### src/rtl/sap_defs_pkg.sv
// sap_defs: shared opcodes, control-bit indices and control-word helpers for the SAP machine
// Contents: OP_* opcode constants, CB_* bit positions of the control word, CTRL_W, cb() one-hot helper
package sap_defs;
  localparam int CTRL_W = 12;
  localparam int OP_W = 4;
  typedef logic [CTRL_W-1:0] ctrl_t;
  localparam logic [OP_W-1:0] OP_LDA = 4'h0;
  localparam logic [OP_W-1:0] OP_ADD = 4'h1;
  localparam logic [OP_W-1:0] OP_SUB = 4'h2;
  localparam logic [OP_W-1:0] OP_OUT = 4'he;
  localparam logic [OP_W-1:0] OP_HLT = 4'hf;
  localparam int CB_CP = 11;
  localparam int CB_EP = 10;
  localparam int CB_LM = 9;
  localparam int CB_CE = 8;
  localparam int CB_LI = 7;
  localparam int CB_EI = 6;
  localparam int CB_LA = 5;
  localparam int CB_EA = 4;
  localparam int CB_SU = 3;
  localparam int CB_EU = 2;
  localparam int CB_LB = 1;
  localparam int CB_LO = 0;
  function automatic ctrl_t cb(input int i);
    return ctrl_t'(1) << i;
  endfunction
endpackage

### src/rtl/sap_ring_counter.sv
// sap_ring_counter: one-hot rotating T-state ring
// Ports: clk, clr (sync active-low, resets to bit0), i_hold (freeze), o_state (one-hot ring)
module sap_ring_counter #(
  parameter int N = 6
) (
  input  logic         clk,
  input  logic         clr,
  input  logic         i_hold,
  output logic [N-1:0] o_state
);
  always_ff @(posedge clk)
    if (!clr) o_state <= {{(N-1){1'b0}}, 1'b1};
    else if (!i_hold) o_state <= {o_state[N-2:0], o_state[N-1]};
endmodule

### src/rtl/sap_controller.sv
// sap_controller: SAP controller-sequencer decoding T-state ring and opcode into the control word
// Ports: clk, clr (sync active-low), i_opcode (IR upper nibble), o_ctrl (control word),
//        o_t_state (one-hot ring, bit0 = T1), o_halt (HLT decoded or latched)
module sap_controller #(
  parameter int OP_W = 4,
  parameter int CTRL_W = 12
) (
  input  logic              clk,
  input  logic              clr,
  input  logic [OP_W-1:0]   i_opcode,
  output logic [CTRL_W-1:0] o_ctrl,
  output logic [5:0]        o_t_state,
  output logic              o_halt
);
  import sap_defs::*;
  logic halted;
  logic hlt_now;
  logic is_lda, is_alu, is_out;
  ctrl_t t4, t5, t6, dec;
  assign hlt_now = o_t_state[3] & (i_opcode == OP_HLT);
  sap_ring_counter #(.N(6)) u_ring (
    .clk(clk),
    .clr(clr),
    .i_hold(halted | hlt_now),
    .o_state(o_t_state)
  );
  always_ff @(posedge clk)
    if (!clr) halted <= 1'b0;
    else if (hlt_now) halted <= 1'b1;
  always_comb begin
    is_lda = i_opcode == OP_LDA;
    is_alu = (i_opcode == OP_ADD) | (i_opcode == OP_SUB);
    is_out = i_opcode == OP_OUT;
    t4 = is_out ? cb(CB_EA) | cb(CB_LO) : (is_lda | is_alu) ? cb(CB_EI) | cb(CB_LM) : '0;
    t5 = is_lda ? cb(CB_CE) | cb(CB_LA) : is_alu ? cb(CB_CE) | cb(CB_LB) : '0;
    t6 = !is_alu ? '0 : (i_opcode == OP_SUB) ? cb(CB_LA) | cb(CB_EU) | cb(CB_SU) : cb(CB_LA) | cb(CB_EU);
    dec = o_t_state[0] ? cb(CB_EP) | cb(CB_LM) :
          o_t_state[1] ? cb(CB_CP) :
          o_t_state[2] ? cb(CB_CE) | cb(CB_LI) :
          o_t_state[3] ? t4 :
          o_t_state[4] ? t5 :
          o_t_state[5] ? t6 : '0;
  end
  assign o_ctrl = (clr && !halted) ? dec : '0;
  assign o_halt = clr & (halted | hlt_now);
endmodule

### config.mk
export PLATFORM = sky130hd
export DESIGN_NAME = sap_controller
export DESIGN_NICKNAME = d
export VERILOG_FILES = /design/src/rtl/sap_defs_pkg.sv /design/src/rtl/sap_ring_counter.sv /design/src/rtl/sap_controller.sv
export SDC_FILE = /design/constraint.sdc
export NUM_CORES = 1
export LEC_CHECK = 0
export BUFFER_PORTS_ARGS = -buffer_cell sky130_fd_sc_hd__buf_2
export CAP_MARGIN = 30
export CORE_AREA = 2 2 39 41
export DETAILED_ROUTE_END_ITERATION = 6
export DIE_AREA = 0 0 41 43
export PLACE_DENSITY = 0.65
export SLEW_MARGIN = 10
export SYNTH_ARGS = -nofsm -noshare
export SYNTH_HDL_FRONTEND = slang
export SYNTH_HIERARCHICAL = 1
export SYNTH_SLANG_ARGS = --single-unit
### constraint.sdc
create_clock -name clk -period 3.4 [get_ports clk]
set_clock_uncertainty 0.05 [all_clocks]
set_input_delay 0.68 -clock clk [delete_from_list [all_inputs] [get_ports clk]]
set_output_delay 0.68 -clock clk [all_outputs]
set_load 0.02 [all_outputs]
== After elaboration in Yosys (flattened, before gate mapping) ==
Index checks and enable logic that the tools add are counted.
Cells by class
  $add $sub $neg: 0
  $mul: 0
  div/mod/pow operators: 0
  order comparisons: 0
  equality and inequality tests: 4
  shift-type cells: 0
  mux-type cells: 13
  bitwise operators: 5
  reduce and logical (&&, ||, !) cells: 3
Operators with widths (number)
  10-bit 2-to-1 mux: 4
  12-bit 2-to-1 mux: 3
  9-bit 2-to-1 mux: 3
  6-bit 2-to-1 mux: 2
  4-bit equality test (second input constant): 2
  4-bit by 1-bit equality test with 1-bit output (second input constant): 1
  4-bit by 2-bit equality test with 1-bit output (second input constant): 1
  4-bit logical NOT: 1
  4-bit 2-to-1 mux: 1
  1-bit bitwise OR: 3
  1-bit AND: 2
  1-bit logical AND: 1
  1-bit logical NOT: 1
Word-level totals
  register bits after elaboration: 7
  bits in latches: 0
  memory bits (writable): 0
  ROM bits: 0
  memories kept: 0

== Logic depth before layout (Yosys ltp) ==
Gate-level depths: netlist of run 1.
  depth after elaboration: 10
  depth in mapped cells: 5
  depth with buffers taken out: 4

== Cells and area by module ==
Netlist of run 1, hierarchy kept.
By module, submodules not included
  sap_controller: times used 1, cells each 33, area each 245.2 um2, sequential area each 20.0 um2
  sap_ring_counter: times used 1, cells each 19, area each 226.5 um2, sequential area each 120.1 um2

== Least setup slack after synthesis of run 1 ==
Ideal clock, no wire load.
  path type: input to output
  from: in clr
  to: out o_ctrl[4]
  arrival: 1827 ps
  path slack: 843 ps
  cell stages on the path: 4
  cells stage by stage: nor4b_4 -> nand3b_1 -> nor4b_2 -> buf_4
On the way
  word-level cells in the longest chain between the ends: 2
RTL lines
  start, declared: line sap_controller.sv:9  | input logic clr,
  1-bit logical AND: line sap_controller.sv:44  | assign o_ctrl = (clr && !halted) ? dec : '0;
  12-bit 2-to-1 mux: line sap_controller.sv:44
  end, declared: line sap_controller.sv:11  | output logic [CTRL_W-1:0] o_ctrl,
No other way between the ends.

== Worst setup path after layout of run 1 ==
  from: in clr
  to: out o_ctrl[0]
Same word-level chain as after synthesis.

==> results.txt, run 1 <==
The die area is 0.001763 mm². The aggregate global routing overflow is 0. The final layout contains routed wiring with a total length of around 1000 µm.

The data arrival time at the worst-slack endpoint came out at roughly 1.8 ns. The number of instances in the synthesized netlist came out at 52. The number of antenna violations at the first check in global routing was 0. The number of global-route vias before repair is around 370. The max-capacitance violation count is 0.

The register cell area after layout is ~140 µm². The static power due to leakage is 0.0002774 µW. The worst slew slack as a fraction of its limit is 0.7309.

The net count after synthesis is between 50 and 60. Along the worst path, the maximum fanout reaches 12. The area of the mapped netlist is 471.7 µm². The placer congestion estimate is between 0.6 and 0.7. The post-detailed-route wirelength per cell is between 10 and 15 µm. In the routed design, unresolved DRC markers number 0. In the final design database the tool counted 86 nets. After synthesis the netlist holds a flip-flop and latch count of 7. The setup violation total in the final timing report came out at 0.

The number of nets with antenna violations after routing is 0. The flow ran to the end, and the final reports show no timing, DRC or antenna violations. The post-route clock period utilization came out at 0.7347.

STA classifies the critical path endpoint as an output port. The portion of the post-synthesis area used by sequential elements came out at 0.2971. The synthesized netlist contains 22 unique library cells.

The number of fill cells is approximately 130. The clock latency reported for the late side of the worst-skew pair came out at 0.25 ns. The number of clock buffers added by TritonCTS is 3. Setup slack on the worst reg-to-reg path comes out at about 2.1 ns.

Across every metal layer, demand over resource in global routing totals 0.1216. The first global-routing pass estimated roughly 1500 µm of wire. The master cell of the clock root buffer is sky130_fd_sc_hd__clkbuf_4.

The transition time of the tightest slew-check pin is about 0.4 ns. The layout overhead on the synthesized area came out at 32.89%. Power spread over the standard cell area amounts to about 310 mW/mm². The detailed placer's ending HPWL is ~770 µm. In the final layout, the share of cells above drive strength 1 is 0.4051. For the worst setup path, the data required time is around 2.7 ns. Of the post-synthesis cell area, the dominant cell type holds 0.2971. The path with the worst hold slack has its endpoint at u_ring/o_state[0]. Ranked by total cell area, the synthesized netlist is headed by sky130_fd_sc_hd__dfxtp_1 (30%), sky130_fd_sc_hd__mux2i_1 (13%), sky130_fd_sc_hd__nor2b_1 (11%), sky130_fd_sc_hd__and4bb_2 (5.3%), sky130_fd_sc_hd__nor4b_4 (5.0%). The total number of placement rows is 14. The launch instance of the worst min-delay path is u_ring/o_state[5]. After clock tree synthesis, the flow added hold-fix buffers numbering 0.

The area taken by multi-input logic gates came out at just over 300 µm². The height of the die is ~43 µm. The count of routing violations after the opening detailed-route iteration is 0. The launch point of the worst reg-to-reg path is u_ring/o_state[3].

The antenna cell count came out at 0. The maximum achievable frequency came out at 400.3 MHz. The aggregate negative setup slack came out at 0 ns.

The mean area per synthesized cell is between 9 and 10 µm². TritonCTS built the clock tree. The total count of hold-check failures in the final report came to 0.

The number of cells on the worst reg-to-reg path came out at 5. The hold path depth is 2. The starting utilization of the core area is 0.3409. The clock tree buffer depth came out at 2. The post-CTS clock slew at the launch and capture registers of the worst setup and hold paths is ~0.050 ns. The die boundary width came out at roughly 41 µm. Dividing the detail-routed via count by the number of cells gives around 4.7. Setup repair after global routing left no endpoint under its margin. The via count of the routed design came out at 449. The min-delay analysis places its worst path in the category flop to flop.

The clock drives 7 sinks. The worst reg2reg path endpoint is u_ring/o_state[4]. The largest area contributor in the synthesized netlist is sky130_fd_sc_hd__dfxtp_1. The number of top-level design ports came out at 25. The total core area came out at ~0.0014 mm². The pin count of the biggest net entering global routing is 13. The number of warnings printed during yosys synthesis is 6. The final-report max-slew violation count came out at 0. The critical path is of the primary input to output port type.

The count of input and output buffers came out at 24. The design draws roughly 200 µW. STA classifies the critical path startpoint as a primary input. The number of optimization iterations in the first detailed-route pass is 1. The level count of the clock H-tree came out at 1.

The worst-case vdd ir drop is ~0.19 mV. After clock tree synthesis, the setup repair step added 0 buffers. The final critical delay including setup and external delays came out at around 2.5 ns. The number of cells upsized or downsized after cts is 0.
per-stage QoR:
stage	setup WS [ns]	utilization	std cells	hold WS [ns]	instance area (µm²)
5_1_grt	0.7132	0.4530	95	0.5173	626.9
3_5_place_dp	0.8927	0.4340	91	0.4645	600.6
2_1_floorplan	0.8429	-	52	0.5597	471.7
3_3_place_gp	0.9367	0.4340	91	0.4620	600.6
4_1_cts	0.8840	0.4530	95	0.4723	626.9
6_report	0.9020	0.4530	95	0.4619	626.9
metal layers:
metal,wire length [µm],vias to the layer above,track usage
met5,0,-,0
met4,8,0,0.06000
met3,91,2,0.01571
met2,415,19,0.1906
met1,481,191,0.1548
li1,-,237,-
critical path, stage by stage:
cell	delay [ns]
sky130_fd_sc_hd__buf_2	0.17
sky130_fd_sc_hd__nor4b_4	0.28
sky130_fd_sc_hd__nand3b_1	0.15
sky130_fd_sc_hd__nor4b_2	0.28
sky130_fd_sc_hd__buf_2	0.21
cells in the mapped netlist:
library cell               instances
sky130_fd_sc_hd__nand2_1           6
sky130_fd_sc_hd__nor3b_1           2
sky130_fd_sc_hd__a21oi_1           2
sky130_fd_sc_hd__inv_1             1
sky130_fd_sc_hd__o21bai_1          1
sky130_fd_sc_hd__nand3_1           1
sky130_fd_sc_hd__a31oi_1           1
sky130_fd_sc_hd__buf_6             1
sky130_fd_sc_hd__mux2i_1           6
sky130_fd_sc_hd__nor2b_1           8
sky130_fd_sc_hd__buf_4             1
sky130_fd_sc_hd__xor2_1            1
sky130_fd_sc_hd__nand3b_1          1
sky130_fd_sc_hd__nor4_1            1
sky130_fd_sc_hd__dfxtp_1           7
sky130_fd_sc_hd__a211oi_1          1
sky130_fd_sc_hd__and2_1            3
sky130_fd_sc_hd__and3b_1           1
sky130_fd_sc_hd__nor4b_4           1
sky130_fd_sc_hd__and4bb_2          2
sky130_fd_sc_hd__nor2_1            3
sky130_fd_sc_hd__nor4b_2           1
layout make-up:
class                           instances  area share
Inverter                                1    0.005988
Clock buffer                            4     0.04192
Multi-Input combinational cell         42      0.4930
Tap cell                               16     0.03194
Timing Repair Buffer                   25      0.2036
Sequential cell                         7      0.2236
cells in the final DEF, fill, tap and decap left out:
cell,synthesis,routed
sky130_fd_sc_hd__nor2b_1,8,8
sky130_fd_sc_hd__mux2i_1,6,6
sky130_fd_sc_hd__and3b_1,1,1
sky130_fd_sc_hd__xor2_1,1,1
sky130_fd_sc_hd__nor4b_4,1,1
sky130_fd_sc_hd__nand2_1,6,6
sky130_fd_sc_hd__a211oi_1,1,1
sky130_fd_sc_hd__nor3b_1,2,2
sky130_fd_sc_hd__buf_4,1,1
sky130_fd_sc_hd__clkbuf_1,0,1
sky130_fd_sc_hd__a21oi_1,2,2
sky130_fd_sc_hd__o21bai_1,1,1
sky130_fd_sc_hd__clkbuf_4,0,3
sky130_fd_sc_hd__nor4b_2,1,1
sky130_fd_sc_hd__and2_1,3,3
sky130_fd_sc_hd__dfxtp_1,7,7
sky130_fd_sc_hd__nand3b_1,1,1
sky130_fd_sc_hd__nand3_1,1,1
sky130_fd_sc_hd__nor2_1,3,3
sky130_fd_sc_hd__and4bb_2,2,2
sky130_fd_sc_hd__a31oi_1,1,1
sky130_fd_sc_hd__inv_1,1,1
sky130_fd_sc_hd__buf_2,0,24
sky130_fd_sc_hd__nor4_1,1,1
registers in the layout, summed over array words and instances (netlist names):
name / count
u_ring/o_state: 6
halted: 1
power breakdown:
part	switching [µW]	internal (µW)	total (µW)	leakage, µW
registers	4.87	84.9	89.7	0.0000574
logic	17.2	13.3	30.5	0.000205
clock network	30.7	44.8	75.5	0.0000150
total	52.8	143	196	0.000277
cells by family after synthesis:
logic type	Yosys count	synth area share
XOR/XNOR	1	0.01857
flip-flops	7	0.2971
AND/OR/NAND/NOR	30	0.4429
multiplexers	6	0.1273
buffers and inverters	3	0.04774
AO/OA/AOI/OAI	5	0.06633
worst max path at each step:
stage | start | to | slack (ns) | depth (start not counted)
4_1_cts | clr | o_ctrl[0] | 0.88 | 5
2_1_floorplan | clr | o_ctrl[4] | 0.84 | 4
6_report | clr | o_ctrl[0] | 0.90 | 5
3_5_place_dp | clr | o_ctrl[0] | 0.89 | 5
3_3_place_gp | i_opcode[0] | o_ctrl[9] | 0.94 | 5
5_1_grt | clr | o_ctrl[4] | 0.71 | 5
No activity file was read; power rests on OpenSTA's default activity.
==> run 2, diff against run 1 <==
ABC_AREA = 1   (was default)
PLACE_DENSITY = 0.68   (was 0.65)
clock period = 2.6 ns   (was 3.4 ns; I/O delays follow)
==> run 2 against run 1 <==
Against the previous run: clock power rose by 29%; setup slack worse by 0.22 ns; sequential power rose by 32%; clock-buffer cell count is the same; synthesized area rose by 6.9%; critical path type unchanged; highest routed layer unchanged.
==> results.txt, run 2 <==
The number of synthesized flops with an enable pin is 0 (unchanged). The placed standard-cell area was 625.6 µm² (was 600.6 µm²). The number of antenna violations at the first check in global routing is 0 (unchanged).

The data arrival time at the worst-slack endpoint was 1.35 ns (was 1.77 ns). The largest driver fanout on the critical path is 11 (was 12). The clock latency reported for the late side of the worst-skew pair is 0.25 ns (about the same). The category of the worst setup path launch point is a primary input (unchanged). The level count of the clock H-tree is 1 (unchanged). The number of top-level design ports came to 25 (unchanged). The number of cells on the worst reg-to-reg path came out at 6 (was 5). The hold path depth is 2 (unchanged).

The die boundary width came out at 41 µm (unchanged). The class of the tightest hold or removal check is flop to flop (unchanged). The max-capacitance violation count is 0 (unchanged). The flip-flop count of the largest register after layout came out at 6 (unchanged). The placer congestion estimate came to 0.7242 (was 0.6975).

The total power density per cell area came out at 406.5 mW/mm² (was 312.3 mW/mm²). Registers with the most flip-flops: u_ring/o_state (6), halted (1) (unchanged). The post-layout instance area is 651.9 µm² (was 626.9 µm²). The final critical-path setup slack is 0.6848 ns (was 0.9020 ns). The CTS tree is built (unchanged). The register with the most flip-flops was u_ring/o_state (unchanged). The number of CTS-inserted buffers is 3 (unchanged). The clock tree buffer depth is 2 (unchanged). The total core area is 0.001384 mm² (unchanged). The aggregate routed wire length is 1100 µm (was 996 µm). The sequential group share of total power came to 0.443 (was 0.458).

The largest incremental delay on the critical path came out at 0.18 ns (was 0.28 ns). The worst-case vdd ir drop came out at 0.2299 mV (was 0.1869 mV). The post-detailed-route wirelength per cell is 8.462 µm (was 10.48 µm).

The number of optimization iterations in the first detailed-route pass is 4 (was 1). Run status: finished clean (unchanged). The total count of hold-check failures in the final report was 0 (unchanged). The post-synthesis register bit count is 7 (unchanged).

The net count after synthesis came out at 94 (was 58). The async set or reset register ratio after synthesis came out at 0 (unchanged). The detailed placer's ending HPWL came out at 896.9 µm (was 766.4 µm). The portion of the post-synthesis area used by sequential elements came out at 0.2779 (was 0.2971). The final critical delay including setup and external delays is 1.915 ns.

The antenna cell count came out at 0 (unchanged). The setup violation total in the final timing report came out at 0 (unchanged). The most frequently used flop master after synthesis is sky130_fd_sc_hd__dfxtp_1 (unchanged). The number of nets at the end of the flow came to 121 (was 86). The cell with the most instances after synthesis is sky130_fd_sc_hd__nor2_1 (was sky130_fd_sc_hd__nor2b_1). Of the available clock period, the critical path in the final layout requires 0.7366.

Top cell types by occurrence after synthesis: sky130_fd_sc_hd__nor2_1 (22), sky130_fd_sc_hd__nand2_1 (20), sky130_fd_sc_hd__inv_1 (16) (was sky130_fd_sc_hd__nor2b_1 (8), sky130_fd_sc_hd__dfxtp_1 (7), sky130_fd_sc_hd__mux2i_1 (6), sky130_fd_sc_hd__nand2_1 (6)). The leading cell type in the layout, fill and taps excluded is sky130_fd_sc_hd__buf_2 (unchanged). The post-CTS clock slew at the launch and capture registers of the worst setup and hold paths came out at 0.05 ns (about the same). The number of warnings printed during yosys synthesis came out at 6 (unchanged). The fraction of final layout cells sized beyond drive strength 1 came out at 0.2982 (was 0.4051). The mean area per synthesized cell came out at 5.730 µm² (was 9.071 µm²). The count of input and output buffers came to 24 (unchanged). The kind of critical path is primary input to output port (unchanged). The number of instances in the synthesized netlist came out at 88 (was 52). The setup slack of the most critical reg-to-reg path is 1.15 ns (was 2.11 ns).

The final-report max-slew violation count came out at 0 (unchanged). Critical-path cell list: buf_2 > nand3_1 > nor2_2 > nand3_1 > nand2_1 > buf_2 (was buf_2 > nor4b_4 > nand3b_1 > nor4b_2 > buf_2). The aggregate negative setup slack is 0 ns (unchanged).

The worst slew slack as a fraction of its limit came out at 0.7720 (was 0.7309). The launch instance of the worst min-delay path was u_ring/o_state[5] (unchanged). The data required time at the worst endpoint is 2.03 ns (was 2.67 ns). The fraction of synthesized cell area taken by the top area cell type came out at 0.2779 (was 0.2971). Area contributors post-synth: sky130_fd_sc_hd__dfxtp_1 (28%), sky130_fd_sc_hd__nor2_1 (16%), sky130_fd_sc_hd__nand2_1 (15%), sky130_fd_sc_hd__inv_1 (12%), sky130_fd_sc_hd__nand3_1 (6.9%) (was sky130_fd_sc_hd__dfxtp_1 (30%), sky130_fd_sc_hd__mux2i_1 (13%), sky130_fd_sc_hd__nor2b_1 (11%), sky130_fd_sc_hd__and4bb_2 (5.3%), sky130_fd_sc_hd__nor4b_4 (5.0%)). The mean number of vias per cell came to 4.415 (was 4.726). The area of the mapped netlist is 504.2 µm² (was 471.7 µm²).

The worst slack after detailed placement is 0.6754 ns (was 0.8927 ns). The total internal power is 187.9 µW (was 142.9 µW). The transition time of the tightest slew-check pin came out at 0.3412 ns (was 0.4012 ns). The number of global-route vias before repair is 463 (was 367). The die area came to 0.001763 mm² (unchanged). The worst reg2reg path endpoint is u_ring/o_state[3] (was u_ring/o_state[4]).

The height of the die was 43 µm (unchanged). The element type at the critical path end was an output port (unchanged). The count of unresolved DRC violations after routing came out at 0 (unchanged). Based on the critical path, the design can be clocked at up to 522.2 MHz. The setup fix buffers added after clock tree synthesis came to 0 (unchanged). The total number of placement rows is 14 (unchanged).

The number of cells upsized or downsized after cts came out at 0 (unchanged). Unrepaired setup endpoints after global routing: no (unchanged). The layout overhead on the synthesized area is 29.28% (was 32.89%). The switching power of the nets is 77.05 µW (was 52.80 µW). The slowest library cell on the worst path was sky130_fd_sc_hd__buf_2 (was sky130_fd_sc_hd__nor4b_4). The number of nets with antenna violations after routing came to 0 (unchanged).

The net switching fraction of the power is 0.2908 (was 0.2697). The master cell of the clock root buffer is sky130_fd_sc_hd__clkbuf_4 (unchanged). The count of routing violations after the opening detailed-route iteration came to 19 (was 0). The pin count of the biggest net entering global routing was 13 (unchanged). The combinational group share of total power is 0.190 (was 0.156). The wire length of the first global-routing pass is 1780 µm (was 1531 µm). The number of clock sinks seen by CTS is 7 (unchanged). The total routing resource utilization after global routing is 0.1521 (was 0.1216). The number of different library cells in the post-synthesis netlist is 16 (was 22). The starting utilization of the core area came out at 0.3644 (was 0.3409). The launch point of the worst reg-to-reg path is u_ring/o_state[3] (unchanged).

The aggregate global routing overflow came out at 0 (unchanged). The via count of the routed design came out at 574 (was 449). The clock share of power is 0.367 (was 0.386). The hold path endpoint is u_ring/o_state[0] (unchanged). Commonest non-fill, non-tap cells in the layout: sky130_fd_sc_hd__buf_2 (24), sky130_fd_sc_hd__nor2_1 (22), sky130_fd_sc_hd__nand2_1 (20) (was sky130_fd_sc_hd__buf_2 (24), sky130_fd_sc_hd__nor2b_1 (8), sky130_fd_sc_hd__dfxtp_1 (7)). The largest area contributor in the synthesized netlist is sky130_fd_sc_hd__dfxtp_1 (unchanged). The static power due to leakage is 0.0003570 µW (was 0.0002774 µW).

The hold buffer count at CTS was 0 (unchanged).
## run 2: final cells by class
cell class                 instances  area, µm²
timing repair buffer              24      120.1
sequential                         7      140.1
tap                               16      20.02
multi-input combinational         62      281.5
fill                             157      732.0
clock buffer                       4      26.28
inverter                          17      63.81
## run 2: cell families after synthesis
group / synth area share
simple gates: 0.4938
buf+inv: 0.1638
compound gates: 0.06451
flops: 0.2779
## run 2: worst max path at each step
stage                       from         to  slack, ns  cells after the start
2_1_floorplan                clr  o_ctrl[4]       0.58                      3
3_3_place_gp         i_opcode[3]  o_ctrl[5]       0.70                      7
3_5_place_dp                 clr  o_ctrl[5]       0.68                      6
4_1_cts        u_ring/o_state[3]     o_halt       0.67                      4
5_1_grt        u_ring/o_state[2]  o_ctrl[2]       0.53                      6
6_report                     clr  o_ctrl[5]       0.68                      6
## run 2: routing by layer
layer / vias up / global-route usage / routed length [µm]
li1: 314 / - / -
met1: 245 / 0.1883 / 476
met2: 13 / 0.2156 / 559
met3: 2 / 0.03141 / 56
met4: 0 / 0.1200 / 8
met5: - / 0 / 0
## run 2: power groups by stage
stage / clock [µW] / combinational, µW / sequential (µW)
final: 97.1 / 50.3 / 118
after global routing: 110 / 56.2 / 118
after CTS: 104 / 50.4 / 118
after detailed placement: 0 / 50.4 / 120
after global placement: 0 / 50.1 / 120
after floorplan: 0 / 27.6 / 124
## run 2: critical path, delay by kind of cell
kind / cells / cell delay, ns
buf+inv: 2 / 0.33
simple gates: 4 / 0.48
## run 2: per-stage QoR
stage                     hold slack [ns]  cells  utilization  total power (µW)
after floorplan                    0.4317     88            -             151.4
after global placement             0.4430    126       0.4521             169.9
after detailed placement           0.4490    126       0.4521             170.2
after CTS                          0.4511    130       0.4711             271.9
after global routing               0.4731    130       0.4711             284.8
final                              0.4498    130       0.4711             265.0
==> run 3, diff against run 2 <==
ABC_AREA = 0   (was 1)
clock period = 1.7 ns   (was 2.6 ns; I/O delays follow)
==> run 3 against run 2 <==
Against the previous run: the flow now finishes with violations (negative setup slack); combinational power is 84% higher; final cell count decreased by 18%; clock-buffer cell count did not move; worst hold slack got worse by 0.074 ns; die area is the same; largest cell class unchanged; via count decreased by 9.1%; critical path depth fell by 2; critical endpoint is now o_ctrl[4]; setup slack got worse by 0.98 ns.
==> results.txt, run 3 (synthesis gave the netlist of run 1 again) <==
The clock latency reported for the late side of the worst-skew pair is 0.25 ns (about the same). The wire length of the first global-routing pass is 2063 µm (was 1780 µm). The static power due to leakage came out at 0.0003689 µW (was 0.0003570 µW). Unrepaired setup endpoints after global routing: yes (was no).

The data arrival time at the worst-slack endpoint came to 1.60 ns (was 1.35 ns). The level count of the clock H-tree is 1 (unchanged). Run status: finished with violations (was finished clean). The worst-case vdd ir drop came to 0.3739 mV (was 0.2299 mV).

The area taken by multi-input logic gates is 374.1 µm² (was 281.5 µm²). The final-report max-slew violation count is 0 (unchanged). The number of optimization iterations in the first detailed-route pass is 2 (was 4). Critical-path cell list: nor4b_4 > nand3b_1 > nor4b_4 > buf_4 (was buf_2 > nand3_1 > nor2_2 > nand3_1 > nand2_1 > buf_2). The number of global-route vias before repair came out at 480 (was 463). The number of CTS-inserted buffers was 3 (unchanged). The number of fill cells came out at 127 (was 157). The number of nets with antenna violations after routing came out at 0 (unchanged).

The cell that appears most often on the critical path is sky130_fd_sc_hd__nor4b_4. The worst slack after detailed placement came out at -0.09330 ns (was 0.6754 ns). The CTS tree is built (unchanged).

The height of the die is 43 µm (unchanged). The number of nets at the end of the flow is 97 (was 121). The via count of the routed design is 522 (was 574). The antenna cell count was 0 (unchanged). The post-route clock period utilization came out at 1.173.

The flip-flop count of the largest register after layout came out at 6 (unchanged). The hold buffer count at CTS came out at 0 (unchanged). The aggregate negative setup slack came out at -1.663 ns (was 0 ns).

The routed design could run at a clock period as short as between 1.5 and 2 ns. The setup slack of the most critical reg-to-reg path came to 0.42 ns (was 1.15 ns). The register cell area after layout came out at 145.1 µm² (was 140.1 µm²). The share of the core filled with cells is 0.5986 (was 0.4711).

The number of top-level design ports came out at 25 (unchanged). The count of unresolved DRC violations after routing came out at 0 (unchanged). The clock tree buffer depth is 2 (unchanged).

The total count of hold-check failures in the final report was 0 (unchanged). The max-capacitance violation count is 0 (unchanged). The sequential group share of total power came to 0.422 (was 0.443).

The final critical-path setup slack came out at -0.2946 ns (was 0.6848 ns). The worst reg2reg path endpoint is u_ring/o_state[3] (unchanged). The total core area came out at 0.001384 mm² (unchanged).

The setup violation total in the final timing report was 7 (was 0). The number of cells on the worst reg-to-reg path is 5 (was 6). The layout overhead on the synthesized area is 75.60% (was 29.28%). The detailed placer's ending HPWL came to 935.1 µm (was 896.9 µm).

The total internal power is 304.6 µW (was 187.9 µW). The aggregate global routing overflow is 0 (unchanged). The starting utilization of the core area came out at 0.3409 (was 0.3644). The slowest library cell on the worst path is sky130_fd_sc_hd__nor4b_4 (was sky130_fd_sc_hd__buf_2). The worst hold slack across all endpoints is 0.3763 ns (was 0.4498 ns). The maximum achievable frequency came out at around 500 MHz. The element type at the critical path end is an output port (unchanged). The clock share of power is 0.358 (was 0.367).

The number of antenna violations at the first check in global routing is 0 (unchanged). The capturing element of the worst setup path was o_ctrl[4] (was o_ctrl[5]). Registers with the most flip-flops: u_ring/o_state (6), halted (1) (unchanged). The total routing resource utilization after global routing came out at 0.1794 (was 0.1521). The die area came out at 0.001763 mm² (unchanged). The master cell of the clock root buffer is sky130_fd_sc_hd__clkbuf_4 (unchanged). The switching power of the nets came out at 116.3 µW (was 77.05 µW).

The category of the worst setup path launch point is a flop (was primary input). The sum of buffers and inverters on the critical path is 1 (was 2). The die boundary width came to 41 µm (unchanged).

The total number of placement rows is 14 (unchanged). The fraction of final layout cells sized beyond drive strength 1 is 0.6222 (was 0.2982). The total stage count of the critical path came out at 4 (was 6).

The transition time of the tightest slew-check pin is 0.3459 ns (was 0.3412 ns). The leading cell type in the layout, fill and taps excluded is sky130_fd_sc_hd__buf_2 (unchanged). The post-CTS clock slew at the launch and capture registers of the worst setup and hold paths is 0.06 ns (was 0.05 ns).

The family with the most delay on the worst path is simple AND/OR/NAND/NOR gates (unchanged). The aggregate routed wire length is 1338 µm (was 1100 µm). The kind of critical path is flop to output port (was primary input to output port). The class of the tightest hold or removal check is primary input to flop (was flop to flop).

The pin count of the biggest net entering global routing is 12 (was 13). The start point of the critical path was u_ring/o_state[1] (was clr). Commonest non-fill, non-tap cells in the layout: sky130_fd_sc_hd__buf_2 (15), sky130_fd_sc_hd__buf_4 (14), sky130_fd_sc_hd__nor2b_1 (7), sky130_fd_sc_hd__buf_6 (7), sky130_fd_sc_hd__mux2i_1 (6) (was sky130_fd_sc_hd__buf_2 (24), sky130_fd_sc_hd__nor2_1 (22), sky130_fd_sc_hd__nand2_1 (20)). The largest incremental delay on the critical path was 0.34 ns (was 0.18 ns). The checks that failed: negative setup slack. The combinational group share of total power came out at 0.220 (was 0.190). The total power density per cell area is 508.1 mW/mm² (was 406.5 mW/mm²). The data required time at the worst endpoint came to 1.31 ns (was 2.03 ns).

The count of routing violations after the opening detailed-route iteration came to 7 (was 19). The launch point of the worst reg-to-reg path was u_ring/o_state[3] (unchanged). The worst slew slack as a fraction of its limit came out at 0.7675 (was 0.7720). The mean number of vias per cell is 4.925 (was 4.415). The net switching fraction of the power came to 0.2763 (was 0.2908). The placer congestion estimate came to 0.7019 (was 0.7242). The post-detailed-route wirelength per cell was 12.62 µm (was 8.462 µm). The count of input and output buffers came to 24 (unchanged). The largest driver fanout on the critical path is 4 (was 11). The register with the most flip-flops is u_ring/o_state (unchanged). The number of clock sinks seen by CTS came to 7 (unchanged).
-- run 3: final cells by class --
| type | count | area share |
|---|---|---|
| Multi-Input combinational cell | 42 | 0.4517 |
| Timing Repair Buffer | 36 | 0.3127 |
| Sequential cell | 7 | 0.1752 |
| Clock buffer | 4 | 0.03172 |
| Tap cell | 16 | 0.02417 |
| Inverter | 1 | 0.004532 |
-- run 3: through the flow --
stage,std cells,total power [µW],area [µm²]
floorplan,52,220.1,483.0
global placement,100,260.2,679.4
detailed placement,100,261.1,679.4
CTS,106,423.3,785.8
global route,106,448.7,828.3
finish,106,420.9,828.3
-- run 3: power groups by stage --
| stage | Clock [µW] | Sequential [µW] | Combinational (µW) |
|---|---|---|---|
| detailed placement | 0 | 180 | 81.1 |
| global route | 171 | 178 | 100 |
| floorplan | 0 | 188 | 31.8 |
| global placement | 0 | 180 | 80.5 |
| finish | 151 | 177 | 92.6 |
| CTS | 159 | 177 | 86.6 |
-- run 3: metal layers --
metal	share of wire	routed length, µm	vias up	track usage
li1	-	-	258	-
met1	0.40	535	241	0.1889
met2	0.53	715	21	0.2875
met3	0.055	73	2	0.05236
met4	0.0097	13	0	0.1200
met5	0	0	-	0
-- run 3: worst min-delay path by stage --
stage	from	end	slack (ns)	cells past startpoint
floorplan	clr	u_ring/o_state[0]	0.35	1
global placement	u_ring/o_state[5]	u_ring/o_state[0]	0.47	2
detailed placement	u_ring/o_state[5]	u_ring/o_state[0]	0.48	2
CTS	clr	u_ring/o_state[0]	0.36	3
global route	clr	u_ring/o_state[0]	0.38	3
finish	clr	u_ring/o_state[0]	0.38	3
-- run 3: what timing repair did --
action                     CTS  global route
pin swaps                    4             1
setup endpoints to repair    9            10
buffers inserted             2             0
resized for setup           21            10
-- run 3: worst register-to-register path: cells and delay by family, from the launching register on --
family	cells	cell delay, ns
DFF	1	0.40
muxes	1	0.21
buffers and inverters	1	0.20
and+or+nand+nor	2	0.17
AOI/OAI and AO/OA	1	0.15
